==> src/rtl/base_rrmux.sv <==
// N-way round-robin arbitrating mux with a single registered valid/ready output stage.
// Optional packet lock keeps the grant on one source until it presents end-of-packet.
module base_rrmux #(
    parameter int width = 1,
    parameter int ways  = 2,
    parameter int lock  = 0
) (
    input  logic                   clk,
    input  logic                   reset,
    input  logic [0:ways-1]        i_v,
    output logic [0:ways-1]        i_r,
    input  logic [0:width*ways-1]  i_d,
    input  logic [0:ways-1]        i_e,
    output logic                   o_v,
    input  logic                   o_r,
    output logic [0:width-1]       o_d,
    output logic [0:ways-1]        o_sel,
    output logic                   o_e
);

    // state    | meaning
    // UNLOCKED | any valid way may be granted
    // LOCKED   | only owner_q may be granted until it sends a beat with i_e set

    localparam int PW = (ways > 1) ? $clog2(ways) : 1;

    typedef enum logic {UNLOCKED, LOCKED} lock_state_t;

    lock_state_t     state_q, state_d;
    logic [PW-1:0]   owner_q, owner_d;
    logic [PW-1:0]   ptr, ptr_next, gnt_idx;
    logic [0:ways-1] owner_oh, eligible, grant;
    logic            accept, found, xfer;
    int              idx;

    assign accept = ~o_v | o_r;

    always_comb begin
        owner_oh          = '0;
        owner_oh[owner_q] = 1'b1;
        eligible          = (state_q == LOCKED) ? (i_v & owner_oh) : i_v;
    end

    // First eligible way at or after the pointer, wrapping from ways-1 to 0.
    always_comb begin
        grant   = '0;
        gnt_idx = '0;
        found   = 1'b0;
        idx     = 0;
        for (int i = 0; i < ways; i++) begin
            idx = int'(ptr) + i;
            if (idx >= ways) idx = idx - ways;
            if (!found && eligible[idx]) begin
                found      = 1'b1;
                grant[idx] = 1'b1;
                gnt_idx    = PW'(idx);
            end
        end
    end

    // o_r reaches i_r combinationally through accept; this path is intentional.
    assign i_r      = accept ? grant : '0;
    assign xfer     = found & accept;
    assign ptr_next = (gnt_idx == PW'(ways - 1)) ? '0 : gnt_idx + 1'b1;

    always_comb begin
        state_d = state_q;
        owner_d = owner_q;
        if (xfer && (lock != 0)) begin
            if (i_e[gnt_idx]) begin
                state_d = UNLOCKED;
            end else begin
                state_d = LOCKED;
                owner_d = gnt_idx;
            end
        end
    end

    always_ff @(posedge clk) begin
        if (reset) begin
            state_q <= UNLOCKED;
            owner_q <= '0;
        end else begin
            state_q <= state_d;
            owner_q <= owner_d;
        end
    end

    always_ff @(posedge clk) begin
        if (reset) begin
            o_v   <= 1'b0;
            o_d   <= '0;
            o_sel <= '0;
            o_e   <= 1'b0;
            ptr   <= '0;
        end else if (xfer) begin
            o_v   <= 1'b1;
            o_d   <= i_d[int'(gnt_idx)*width +: width];
            o_sel <= grant;
            o_e   <= i_e[gnt_idx] & (lock != 0);
            ptr   <= ptr_next;
        end else if (o_r) begin
            o_v   <= 1'b0;
        end
    end

endmodule

==> config.mk <==
export PLATFORM = sky130hd
export DESIGN_NAME = base_rrmux
export DESIGN_NICKNAME = d
export VERILOG_FILES = /design/src/rtl/base_rrmux.sv
export SDC_FILE = /design/constraint.sdc
export NUM_CORES = 1
export LEC_CHECK = 0
export CAP_MARGIN = 20
export CORE_AREA = 2 2 39 41
export CTS_BUF_LIST = sky130_fd_sc_hd__clkbuf_4
export CTS_CLUSTER_DIAMETER = 50
export DETAILED_ROUTE_END_ITERATION = 10
export DIE_AREA = 0 0 41 43
export PLACE_DENSITY_LB_ADDON = 0.08
export SETUP_SLACK_MARGIN = 0.05
export SLEW_MARGIN = 20
export SYNTH_ARGS = -nofsm -noshare
export SYNTH_HDL_FRONTEND = slang
export SYNTH_SLANG_ARGS = --single-unit
export TNS_END_PERCENT = 10
==> constraint.sdc <==
create_clock -name clk -period 1 [get_ports clk]
set_input_delay 0.2 -clock clk [delete_from_list [all_inputs] [get_ports clk]]
set_output_delay 0.2 -clock clk [all_outputs]
set_load 0.005 [all_outputs]
==> metrics.txt, run 1 <==
Distinct cells, synth=18; initial antenna violation count=0; total CTS buffers=3; row count=14; post-route clock period utilization=121%; layout cell share with drive strength beyond 1=around 62%; max_cap viols=0; Worst EP required=about 0.8 ns; Die X=just over 40 um; Final ANT Viol Nets=0; Core ar.=0.00138 sq mm; # diodes=0; pin count of the biggest net entering global routing=6; Synth Area in Simple Gates=about a fifth; via count=267; Setup CP Type=reg -> out; io pins=16; Netlist Area Pre-Place=254 sq um; Initial Util=18.4%; Synth Warn #=0; prevailing post-synth register cell=dfxtp_1; pwr/cell area=approximately 1300 mW/mm^2; Arr. time, crit path=a little over 1 ns; cts hold-fix bufs=0; drt via density=4.05; Hold Path Class=in -> reg; detailed router's first-iteration violation count=0; Max Fclk=about 830 MHz; final std cells w/o fill=between 60 and 70; CP max FO=3; minimum clock period=1.21 ns; CTS Root Cell=clkbuf_4; post-synth top area cell=dfxtp_1; drc violations=0; worst-case clock buffer depth=2; VDD IR max=around 0.47 mV; main combinational cell family by area after synthesis=compound AO/OA/AOI/OAI gates; Critical Path End Type=primary output; compound-gate portion of the synthesized area=approximately a third; Synth Instances=27; Mean Syn Cell Area=around 9.4 sq um; Worst Skew=between 0.0003 and 0.0004 ns; Final Max Slew Viols=0; die height=43 um; GR Util All Layers=under 10%; Seq cells post-synth=5; Worst setup SP type=flop; Congestion Overflow GR=0; setup violators final=4; Clk Latency, worst-skew pair=~0.24 ns; routed wire length=between 600 and 700 um; mux cell area share after synthesis=0%; clk sinks=5; Post-synth EDFFs=0; Post-Layout Inst Area=495 sq um; drt first pass iters=1; nets=60; sequential fraction of the synthesis area=roughly 40%; first-pass GRT wire length=approximately 1100 um; top-count cell post-synth=dfxtp_1; Syn Nets=36; Die ar.=between 0.0015 and 0.002 sq mm; share of the synthesized area in the top cell type=about 40%; failing checks=negative setup slack; per-cell routed wire length=9.97 um; synth cell count leaders=dfxtp_1, a21oi_1, a311oi_1, inv_1, nand2b_2; CTS tree=yes; final worst slack=-0.211 ns; Clk pin slew, worst setup/hold paths=about 0.050 ns; Synth Area in Adders=0%; top post-synthesis cells by area=dfxtp_1, a311oi_1, nand2b_2; Syn-to-layout area delta=95.1%; Placed Instances=60; final RePlAce weighted congestion=roughly 0.67; Filler Cells Inserted=161; P_leak=0.235 nW; vias in the first global route=between 300 and 400; final HPWL from detailed placement=515 um; Post-DP Area=443 sq um; H-Tree Depth=1; I/O Buffers=12; RSZ-0062 raised after global routing=true; outcome=finished, violations left; Hold Vio Cnt, Final=0; XOR/XNOR share of the synthesized area=0%; ys async rst share=0%
-- worst max-delay path, stage by stage (launching register included) --
cell and delay, ns:
dfxtp_2 0.32, buf_6 0.11, nand2b_4 0.07, and3_4 0.19, buf_6 0.09
-- report_power, final --
group | switching (W) | internal, W
sequential | 0.00000892 | 0.000219
combinational | 0.0000616 | 0.0000996
clock | 0.0000861 | 0.000178
-- stage by stage --
stage / setup TNS, ns / power [W] / util [%] / hold WS (ns) / setup slack (ns)
after CTS: -0.642 / 0.000674 / 36.0 / 0.396 / -0.227
after detailed placement: -3.26 / 0.000387 / 32.0 / 0.458 / -0.692
after global placement: -3.22 / 0.000386 / 32.0 / 0.449 / -0.700
final: -0.507 / 0.000653 / 35.8 / 0.411 / -0.211
after global routing: -0.775 / 0.000700 / 35.8 / 0.432 / -0.253
after floorplan: 0 / 0.000291 / - / 0.266 / 0.0915
-- cell usage in the layout, fill, tap and decap left out --
cell type and instances:
buf_4 6, clkbuf_4 4, dfxtp_2 4, a21oi_1 3, clkdlybuf4s50_1 3, dlygate4sd2_1 3
buf_2 3, buf_6 3, nand2b_4 2, inv_1 2, nand2_1 1, and3_4 1
nand3_2 1, nor2b_2 1, nor2_2 1, o21ai_1 1, a21boi_1 1, o21ba_1 1
a311oi_1 1, o21ai_2 1, a21bo_1 1, a311oi_2 1, a221oi_2 1, conb_1 1
dfxtp_1 1, clkdlybuf4s15_2 1, clkbuf_2 1
-- registers in the layout, indices dropped and copies added, names as in the netlist --
signal / flops
o_sel: 2
o_v: 1
o_d: 1
ptr: 1
-- worst paths after layout --
path | from | endpoint | slack (ns) | cells past startpoint
hold reg to reg | ptr | ptr | 0.46 | 1
hold / removal | i_v[1] | o_sel[1] | 0.41 | 3
setup / recovery | o_v | i_r[0] | -0.21 | 4
setup reg to reg | o_v | ptr | -0.07 | 5
-- cells by family after synthesis --
family | count (synthesis)
compound gates | 11
simple gates | 7
flops | 5
buf+inv | 3
other cells | 1
-- what timing repair did --
item	CTS	global route
setup buffers	2	0
pin swaps	3	0
setup endpoints to repair	11	9
gates resized for setup	35	3
-- layer usage --
| metal | part of all wire (%) | track usage, % |
|---|---|---|
| met1 | 45 | 11.5 |
| met2 | 46 | 13.1 |
| met3 | 7.4 | 3.14 |
| met4 | 0.61 | 10.0 |
| met5 | 0 | 0 |
-- final cells by class --
| type | instances | area (sq um) | area share, % |
|---|---|---|---|
| multi-input combinational | 19 | 166 | 33.6 |
| timing repair buffer | 20 | 166 | 33.6 |
| sequential | 5 | 105 | 21.2 |
| clock buffer | 4 | 30.0 | 6.06 |
| tap | 16 | 20.0 | 4.04 |
| inverter | 2 | 7.51 | 1.52 |
No activity file was read; power rests on OpenSTA's default activity.
==> run 2: changes to the inputs <==
--- a/config.mk
+++ b/config.mk
@@ -5,7 +5,6 @@
 export SDC_FILE = /design/constraint.sdc
 export NUM_CORES = 1
 export LEC_CHECK = 0
-export CAP_MARGIN = 20
 export CORE_AREA = 2 2 39 41
 export CTS_BUF_LIST = sky130_fd_sc_hd__clkbuf_4
 export CTS_CLUSTER_DIAMETER = 50
==> results of run 2 <==
No change in the layout: final DEF, timing and power equal those of run 1.
